File: src/rtl/alu_pkg.sv
// Shared encodings for the ALU issue stage: ALUop values matching the 1-bit
// slice array, R-type funct codes, and the issue-stage FSM state encoding.
package alu_pkg;

    localparam logic [5:0] OPC_RTYPE   = 6'h00;

    localparam logic [3:0] ALU_AND     = 4'b0000;
    localparam logic [3:0] ALU_OR      = 4'b0001;
    localparam logic [3:0] ALU_ADD     = 4'b0010;
    localparam logic [3:0] ALU_NAND    = 4'b0100;
    localparam logic [3:0] ALU_NOR     = 4'b0101;
    localparam logic [3:0] ALU_SUB     = 4'b0110;
    localparam logic [3:0] ALU_SLT     = 4'b0111;
    localparam logic [3:0] ALU_SLL     = 4'b1000;
    localparam logic [3:0] ALU_SRL     = 4'b1001;
    localparam logic [3:0] ALU_ADDU    = 4'b1010;
    localparam logic [3:0] ALU_SUBU    = 4'b1110;
    localparam logic [3:0] ALU_SLTU    = 4'b1111;

    localparam logic [5:0] FUNCT_AND   = 6'h24;
    localparam logic [5:0] FUNCT_OR    = 6'h25;
    localparam logic [5:0] FUNCT_ADD   = 6'h20;
    localparam logic [5:0] FUNCT_NAND  = 6'h2C;
    localparam logic [5:0] FUNCT_NOR   = 6'h27;
    localparam logic [5:0] FUNCT_SUB   = 6'h22;
    localparam logic [5:0] FUNCT_SLT   = 6'h2A;
    localparam logic [5:0] FUNCT_SLL   = 6'h00;
    localparam logic [5:0] FUNCT_SRL   = 6'h02;
    localparam logic [5:0] FUNCT_ADDU  = 6'h21;
    localparam logic [5:0] FUNCT_SUBU  = 6'h23;
    localparam logic [5:0] FUNCT_SLTU  = 6'h2B;

    typedef enum logic [1:0] {
        IDLE  = 2'd0,
        SHIFT = 2'd1,
        FULL  = 2'd2
    } state_t;

endpackage

File: src/rtl/alu_funct_decode.sv
// Combinational R-type decoder: opcode/funct -> ALUop, shift flag, illegal flag.
import alu_pkg::*;

module alu_funct_decode (
    input  logic [5:0] opcode,
    input  logic [5:0] funct,
    output logic [3:0] alu_op,
    output logic       is_shift,
    output logic       illegal
);

    // Table lookup; anything unrecognised becomes an illegal AND-slot op.
    always_comb begin
        alu_op   = ALU_AND;
        is_shift = 1'b0;
        illegal  = 1'b0;
        if (opcode != OPC_RTYPE) begin
            illegal = 1'b1;
        end else begin
            case (funct)
                FUNCT_AND:  alu_op = ALU_AND;
                FUNCT_OR:   alu_op = ALU_OR;
                FUNCT_ADD:  alu_op = ALU_ADD;
                FUNCT_NAND: alu_op = ALU_NAND;
                FUNCT_NOR:  alu_op = ALU_NOR;
                FUNCT_SUB:  alu_op = ALU_SUB;
                FUNCT_SLT:  alu_op = ALU_SLT;
                FUNCT_SLL:  begin alu_op = ALU_SLL; is_shift = 1'b1; end
                FUNCT_SRL:  begin alu_op = ALU_SRL; is_shift = 1'b1; end
                FUNCT_ADDU: alu_op = ALU_ADDU;
                FUNCT_SUBU: alu_op = ALU_SUBU;
                FUNCT_SLTU: alu_op = ALU_SLTU;
                default:    illegal = 1'b1;
            endcase
        end
    end

endmodule

File: src/rtl/alu_issue_stage.sv
// Issue stage ahead of the ALU slice array: decodes funct, buffers operands in
// a single-entry valid/ready buffer, and runs logical shifts one bit per cycle
// because the slices cannot shift.
import alu_pkg::*;

module alu_issue_stage #(
    parameter int WIDTH   = 32,
    parameter int SHAMT_W = 5
) (
    input  logic               clk,
    input  logic               rst_n,
    input  logic               flush,
    input  logic               in_valid,
    output logic               in_ready,
    input  logic [5:0]         opcode,
    input  logic [5:0]         funct,
    input  logic [SHAMT_W-1:0] shamt,
    input  logic [WIDTH-1:0]   rs_val,
    input  logic [WIDTH-1:0]   rt_val,
    output logic               out_valid,
    input  logic               out_ready,
    output logic [3:0]         alu_op,
    output logic [WIDTH-1:0]   alu_a,
    output logic [WIDTH-1:0]   alu_b,
    output logic               shift_sel,
    output logic [WIDTH-1:0]   shift_res,
    output logic               illegal
);

    localparam logic [SHAMT_W-1:0] CNT_ONE = {{(SHAMT_W-1){1'b0}}, 1'b1};

    state_t             state_q, state_d;
    logic [3:0]         alu_op_q, alu_op_d;
    logic [WIDTH-1:0]   alu_a_q, alu_a_d;
    logic [WIDTH-1:0]   alu_b_q, alu_b_d;
    logic               shift_sel_q, shift_sel_d;
    logic               illegal_q, illegal_d;
    logic [WIDTH-1:0]   shift_res_q, shift_res_d;
    logic [SHAMT_W-1:0] cnt_q, cnt_d;

    logic [3:0] dec_op;
    logic       dec_shift;
    logic       dec_illegal;
    logic       accept;

    alu_funct_decode u_decode (
        .opcode   (opcode),
        .funct    (funct),
        .alu_op   (dec_op),
        .is_shift (dec_shift),
        .illegal  (dec_illegal)
    );

    // State and datapath registers; reset discards any partial shift.
    always_ff @(posedge clk or negedge rst_n) begin
        if (!rst_n) begin
            state_q     <= IDLE;
            alu_op_q    <= ALU_AND;
            alu_a_q     <= '0;
            alu_b_q     <= '0;
            shift_sel_q <= 1'b0;
            illegal_q   <= 1'b0;
            shift_res_q <= '0;
            cnt_q       <= '0;
        end else begin
            state_q     <= state_d;
            alu_op_q    <= alu_op_d;
            alu_a_q     <= alu_a_d;
            alu_b_q     <= alu_b_d;
            shift_sel_q <= shift_sel_d;
            illegal_q   <= illegal_d;
            shift_res_q <= shift_res_d;
            cnt_q       <= cnt_d;
        end
    end

    // Next state: shift iteration, buffer drain, new-op load, then flush override.
    always_comb begin
        state_d     = state_q;
        alu_op_d    = alu_op_q;
        alu_a_d     = alu_a_q;
        alu_b_d     = alu_b_q;
        shift_sel_d = shift_sel_q;
        illegal_d   = illegal_q;
        shift_res_d = shift_res_q;
        cnt_d       = cnt_q;

        case (state_q)
            SHIFT: begin
                // The count is checked before decrementing so the buffer
                // becomes visible one edge after the last shift step.
                if (cnt_q == '0) begin
                    state_d = FULL;
                end else begin
                    shift_res_d = (alu_op_q == ALU_SRL) ? (shift_res_q >> 1)
                                                        : (shift_res_q << 1);
                    cnt_d       = cnt_q - CNT_ONE;
                end
            end
            FULL: begin
                if (out_ready) state_d = IDLE;
            end
            default: ;
        endcase

        // A new op can only be accepted from IDLE or a draining FULL buffer,
        // so it takes precedence over the FULL->IDLE transition above.
        if (accept) begin
            alu_op_d    = dec_op;
            alu_a_d     = rs_val;
            alu_b_d     = rt_val;
            illegal_d   = dec_illegal;
            shift_sel_d = dec_shift;
            if (dec_shift) shift_res_d = rt_val;
            if (dec_shift && (shamt != '0)) begin
                state_d = SHIFT;
                cnt_d   = shamt;
            end else begin
                state_d = FULL;
            end
        end

        if (flush) begin
            state_d = IDLE;
            cnt_d   = '0;
        end
    end

    // Handshake and output drive derived from the current state.
    always_comb begin
        in_ready  = (state_q == IDLE) || ((state_q == FULL) && out_ready);
        accept    = in_valid && in_ready;
        out_valid = (state_q == FULL);
        alu_op    = alu_op_q;
        alu_a     = alu_a_q;
        alu_b     = alu_b_q;
        shift_sel = shift_sel_q;
        shift_res = shift_res_q;
        illegal   = illegal_q;
    end

endmodule

File: config.mk
export PLATFORM = sky130hd
export DESIGN_NAME = alu_issue_stage
export DESIGN_NICKNAME = d
export VERILOG_FILES = /design/src/rtl/alu_pkg.sv /design/src/rtl/alu_funct_decode.sv /design/src/rtl/alu_issue_stage.sv
export SDC_FILE = /design/constraint.sdc
export NUM_CORES = 1
export LEC_CHECK = 0
export BUFFER_PORTS_ARGS = -buffer_cell sky130_fd_sc_hd__buf_4
export CORE_MARGIN = 8
export CORE_UTILIZATION = 40
export DETAILED_ROUTE_END_ITERATION = 10
export PLACE_DENSITY = 0.65
export SETUP_SLACK_MARGIN = 0.3
export SYNTH_ARGS = -nofsm -noshare
export SYNTH_HDL_FRONTEND = slang
export SYNTH_HIERARCHICAL = 1
export SYNTH_SLANG_ARGS = --single-unit
File: constraint.sdc
create_clock -name clk -period 2.3 [get_ports clk]
set_input_delay 0.46 -clock clk [delete_from_list [all_inputs] [get_ports clk]]
set_output_delay 0.46 -clock clk [all_outputs]
set_load 0.03 [all_outputs]
* Word level (Yosys, flattened, before mapping)
Index checks and enable logic that the tools add are counted.
** Cells by class
- Add/sub/neg operators :: 1
- Muxes and demuxes :: 22
- Equal/unequal tests :: 16
- Reduce and logical (&&, ||, !) cells :: 13
** Operators by type and width (count)
- $mux W32 :: 5
- $eq A6 B6 Y1 const B :: 10
- $pmux W4 S11 :: 1
- $mux W5 :: 5
- $reduce_or A12 Y1 :: 1
- $mux W2 :: 5
- $eq A6 B2 Y1 const B :: 1
- $logic_not A6 Y1 :: 1
- $reduce_bool A6 Y1 :: 1
- $logic_not A5 Y1 :: 1
- $reduce_bool A5 Y1 :: 1
- $sub A5 B1 Y5 const B :: 1
- $eq A4 B4 Y1 const B :: 1
- $mux W1 :: 4
- $mux W4 :: 1
- $ne A4 B2 Y1 const B :: 1
- $ne A4 B4 Y1 const B :: 1
- $pmux W2 S2 :: 1
- $reduce_bool A4 Y1 :: 1
- $logic_and A1 B1 Y1 :: 3
- $reduce_and A3 Y1 :: 1
- $eq A2 B1 Y1 const B :: 1
- $eq A2 B2 Y1 const B :: 1
- $logic_not A2 Y1 :: 1
- other kinds (2) :: 2
** Storage, ports and cells
- Bits in registers :: 109
- Output and inout port bits :: 104
- Word-level logic and storage cells :: 60
- Input bits :: 86

* Logic depth before layout (Yosys ltp)
- Depth in word-level cells :: 8
- Depth in mapped cells :: 8
- Depth with buffers taken out :: 6

* By module
The synthesis kept the hierarchy.
** By module, submodules not included
- alu_issue_stage :: seq. area each 2727.6 um2, times used 1, area an instance 4913.5 um2, cells each 421
- alu_funct_decode :: seq. area each 0.0 um2, times used 1, area an instance 197.7 um2, cells each 25

* Worst setup path before layout
No wires, ideal clock.
- Kind :: in2reg
- Start :: input opcode[3]
- End :: register shift_res_q[24], in the netlist shift_res[24]
- Arrival :: 1.762 ns
- Setup time :: 0.076 ns
- Data required time :: 2.224 ns
- Path slack :: 0.462 ns
- Cell stages on the path :: 8
- Cell sequence :: nor4_4 > nand2_2 > nor3b_2 > and3_1 > buf_2 > buf_1 > nand2_1 > o21ai_1
** On the way
- Longest elaborated chain between the ends :: 4
** Ends and longest elaborated chain
- start: declaration :: RTL line alu_issue_stage.sv:15 : input logic [5:0] opcode,
- $reduce_bool A6 Y1 :: RTL line alu_funct_decode.sv:17 : if (opcode != OPC_RTYPE) begin
- $mux W1 :: RTL line alu_funct_decode.sv:17
- named net dec_shift :: RTL line alu_issue_stage.sv:42 : logic dec_shift;
- $mux W32 :: RTL line alu_issue_stage.sv:114 : if (dec_shift) shift_res_d = rt_val;
- $mux W32 :: RTL line alu_issue_stage.sv:108 : if (accept) begin
- named net shift_res_d[24] :: RTL line alu_issue_stage.sv:38 : logic [WIDTH-1:0] shift_res_q, shift_res_d;
- end signal: assignment :: RTL line alu_issue_stage.sv:72 : shift_res_q <= shift_res_d;
- end: declaration :: RTL line alu_issue_stage.sv:38
The timed path passes the listed nets, and every way through them passes these cells.
A chain may end at the register's enable or synchronous reset.

* Worst setup path after layout
- Start :: register cnt_q[0]
- End :: register shift_res_q[4], in the netlist shift_res[4]
** On the way
- Longest elaborated chain between the ends :: 5
** Ends and longest elaborated chain
- start: declaration :: RTL line alu_issue_stage.sv:39 : logic [SHAMT_W-1:0] cnt_q, cnt_d;
- start signal: assignment :: RTL line alu_issue_stage.sv:73 : cnt_q <= cnt_d;
- $logic_not A5 Y1 (*) :: RTL line alu_issue_stage.sv:92 : if (cnt_q == '0) begin
- $mux W32 (*) :: RTL line alu_issue_stage.sv:92
- $mux W32 (*) :: RTL line alu_issue_stage.sv:88 : case (state_q)
- $mux W32 :: RTL line alu_issue_stage.sv:114
- $mux W32 (*) :: RTL line alu_issue_stage.sv:108
- named net shift_res_d[4] :: RTL line alu_issue_stage.sv:38
The timed path passes the listed nets; every way through them passes the cells marked *.

==> results.cfg <==
[floorplanning]
coreArea_sq_um = 12600
start_util_pct = 40.7
std_cell_rows = 41
die_area_sq_um = 16700
io-pin-count = 190
die_w_um = 129
die_y_um = 129

[synthesis]
yosysSeqAreaShare_pct = 53.4
synth-warning-count = 6
post_synth_num_cell_types = 50
ys_ff_latch = 109
mappedNetlistArea_sq_um = 5110
synthCells = 446
async_flop_share_pct = 100
synth_nets = 533
synthesized_area_divided_by_synthesized_cell_count_sq_um = 11.5
synth_edf_count = 0
yosys_most_used_dff = dfrtp_1

[global_route]
globalRouteMet2Util_pct = 25.8
grt_start_max_net_pins = 110
gr-total-overflow = 0
number_of_antenna_violations_at_the_first_check_in_global_routing = 0
via_count_of_the_first_global_routing_pass = 4407
grt_first_pass_wirelength_um = 22300
grt.total_usage_pct = 16.7
grtUsageMet3_pct = 7.56
grt-busiest-layer = met2
globalRouteMet1Util_pct = 20.0

[sta]
aggregate_negative_setup_slack_ns = 0
grt_setup_unrepaired = no
final_hold_viol_count = 0
layout_worst_path_cycle_share_pct = 79.8
fmax_mhz = 545
timing.max_slew.rel_slack_pct = 57.2
clock-skew-final_ns = 0.00822
worstMarginPinSlew_ns = 0.641
post-route-min-period_ns = 1.83
finalSetupViolCount = 0
timing.final.max_slew_violations = 0

[setup_path]
cp.required_ns = 2.57
critPathLaunchType = flip-flop
critical_path.top_delay_family = simple AND/OR/NAND/NOR gates
critical_path_arrival_ns = 2.11
ff2ff_path_depth = 6
slowest_stage = or4b_4
r2r-start = cnt_q[0]$_DFF_PN0_
path_max_fanout = 32
worstSetupEndpointType = flip-flop
critPathMaxStageDelay_ns = 0.56
critical_path.cell_chain = inv_1 > ha_1 > or4b_4 > nand2_8 > a211oi_1 > o21ai_1
critical_path_buf_inv_count = 1
worst-setup-path-type = flip-flop to flip-flop
ff2ff_setup_slack_ns = 0.47
timing.rr.end = shift_res[4]$_DFF_PN0_

[layout]
mostFrequentLayoutCells = buf_4 (194), dfrtp_1 (109), mux2_2 (69)
fin_util_pct = 55.9
post-route-cell-area_sq_um = 7030
fillers = 1120
total_nets_final = 713
area_delta_synth_final_pct = 37.5
final_common_cell = buf_4
antenna_cells = 0
share_of_final_layout_standard_cells_stronger_than_drive_strength_1_pct = 47.7
fin_cells = 803

[clocking]
clock_sink_count = 109
clock_latency_of_the_later_clocked_register_in_the_worst_skew_pair_ns = 0.35
worst_setup_hold_path_clk_slew_ns = 0.07
cts_setup_buffers = 0
cts_buffers = 9
cts_tree = yes
cts.root.buffer_cell = clkbuf_16
htreeDepth = 3
clock_path_buffers = 2

[outcome]
run_status = complete, no violations

[place]
gp_routability_congestion = 0.819
place_area_sq_um = 6690
detailedPlacementHpwl_um = 10100
port_buffers = 189
post-place-cells = 786

[detailed_routing]
detail-route-antenna-nets = 0
detailroute.via_count = 4155
drt-vias-per-instance = 5.17
detailedRoute.firstIterationViolations = 220
number_of_design_rule_violations_left_after_detail_routing = 0
finalWirelength_um = 13900
drtPass1Iterations = 4
drt-wirelength-per-cell_um = 17.3

[worst_hold_path]
hold_path_class = input port to asynchronous set/reset pin

[run]
maxCapViolCount = 0

[power]
powerDensity_nw_per_um2 = 781
power_mw = 5.49
total_leakage_power_nw = 3.24
worst_ir_drop_vdd_v = 0.000470
[state kept, by name, summed over array words and instances, names as in the netlist]
| name | cells |
|---|---|
| alu_a | 32 |
| alu_b | 32 |
| alu_op | 4 |
| cnt_q | 5 |
| illegal | 1 |
| shift_res | 32 |
| shift_sel | 1 |
| state_q | 2 |
[metrics by stage]
step,worst slack (ns),hold WS (ns)
after floorplan,0.462,0.164
after global placement,0.158,0.489
after detailed placement,0.0382,0.491
after CTS,0.394,0.206
after global routing,0.368,0.239
final,0.465,0.130
[kinds of logic (layout without fill, tap and decap cells)]
| kind of cell | count (synthesis) | count (layout) | share of synthesized area, % |
|---|---|---|---|
| XOR/XNOR | 2 | 2 | 0.343 |
| AND/OR/NAND/NOR | 114 | 115 | 13.3 |
| adder cells (fa/ha/maj) | 1 | 1 | 0.245 |
| multiplexers | 70 | 70 | 15.4 |
| flip-flops | 109 | 109 | 53.4 |
| AO/OA/AOI/OAI | 116 | 116 | 13.7 |
| buffers and inverters | 34 | 218 | 3.62 |
[metal layers]
metal	up-vias	share of wire, %
li1	1955	-
met1	2034	42
met2	151	46
met3	15	11
met4	0	1.3
met5	-	0
[worst register-to-register path: stages, from the launching register on]
cell      delay, ns
dfrtp_1        0.41
inv_1          0.07
ha_1           0.23
or4b_4         0.56
nand2_8        0.22
a211oi_1       0.11
o21ai_1        0.17
[worst max path at each step]
| stage | from | depth (start not counted) | endpoint |
|---|---|---|---|
| 6_report | cnt_q[0]$_DFF_PN0_ | 6 | shift_res[4]$_DFF_PN0_ |
| 5_1_grt | state_q[1]$_DFFE_PN0P_ | 3 | in_ready |
| 4_1_cts | cnt_q[0]$_DFF_PN0_ | 6 | shift_res[4]$_DFF_PN0_ |
| 3_5_place_dp | cnt_q[0]$_DFF_PN0_ | 6 | cnt_q[0]$_DFF_PN0_ |
| 3_3_place_gp | cnt_q[0]$_DFF_PN0_ | 6 | cnt_q[1]$_DFF_PN0_ |
| 2_1_floorplan | opcode[3] | 8 | shift_res[24]$_DFF_PN0_ |
[synthesized netlist by cell type, drive strengths merged, types with 4 or more instances]
cell,number,area (sq um)
nor2,9,48.8
clkbuf,7,27.5
o21ai,64,320
buf,22,139
nand2,41,166
nor3,6,40.0
nand2b,5,38.8
mux2,69,777
dfrtp,109,2730
a211oi,30,225
nand3,4,20.0
inv,5,18.8
nor2b,32,200
a21oi,7,35.0
[repair_timing]
item / in CTS / in global routing
setup endpoints to repair: 33 / 10
hold buffers: 0 / 0
gates resized for setup: 2 / 2
gates cloned: 0 / 1
pin swaps: 0 / 1
[report_power, final]
group,internal (mW),switching (mW),total (mW),leakage [nW]
clock,0.883,0.727,1.61,0.149
combinational,0.665,0.877,1.54,1.75
sequential,2.17,0.172,2.34,1.34
[final cells by class]
cell class | count | area (sq um) | area share (%)
Inverter | 5 | 18.8 | 0.267
Tap cell | 172 | 215 | 3.06
Clock buffer | 10 | 239 | 3.40
Multi-Input combinational cell | 304 | 2240 | 31.9
Timing Repair Buffer | 197 | 1520 | 21.6
Clock inverter | 6 | 68.8 | 0.979
Sequential cell | 109 | 2730 | 38.8
No activity file was read; power rests on OpenSTA's default activity.
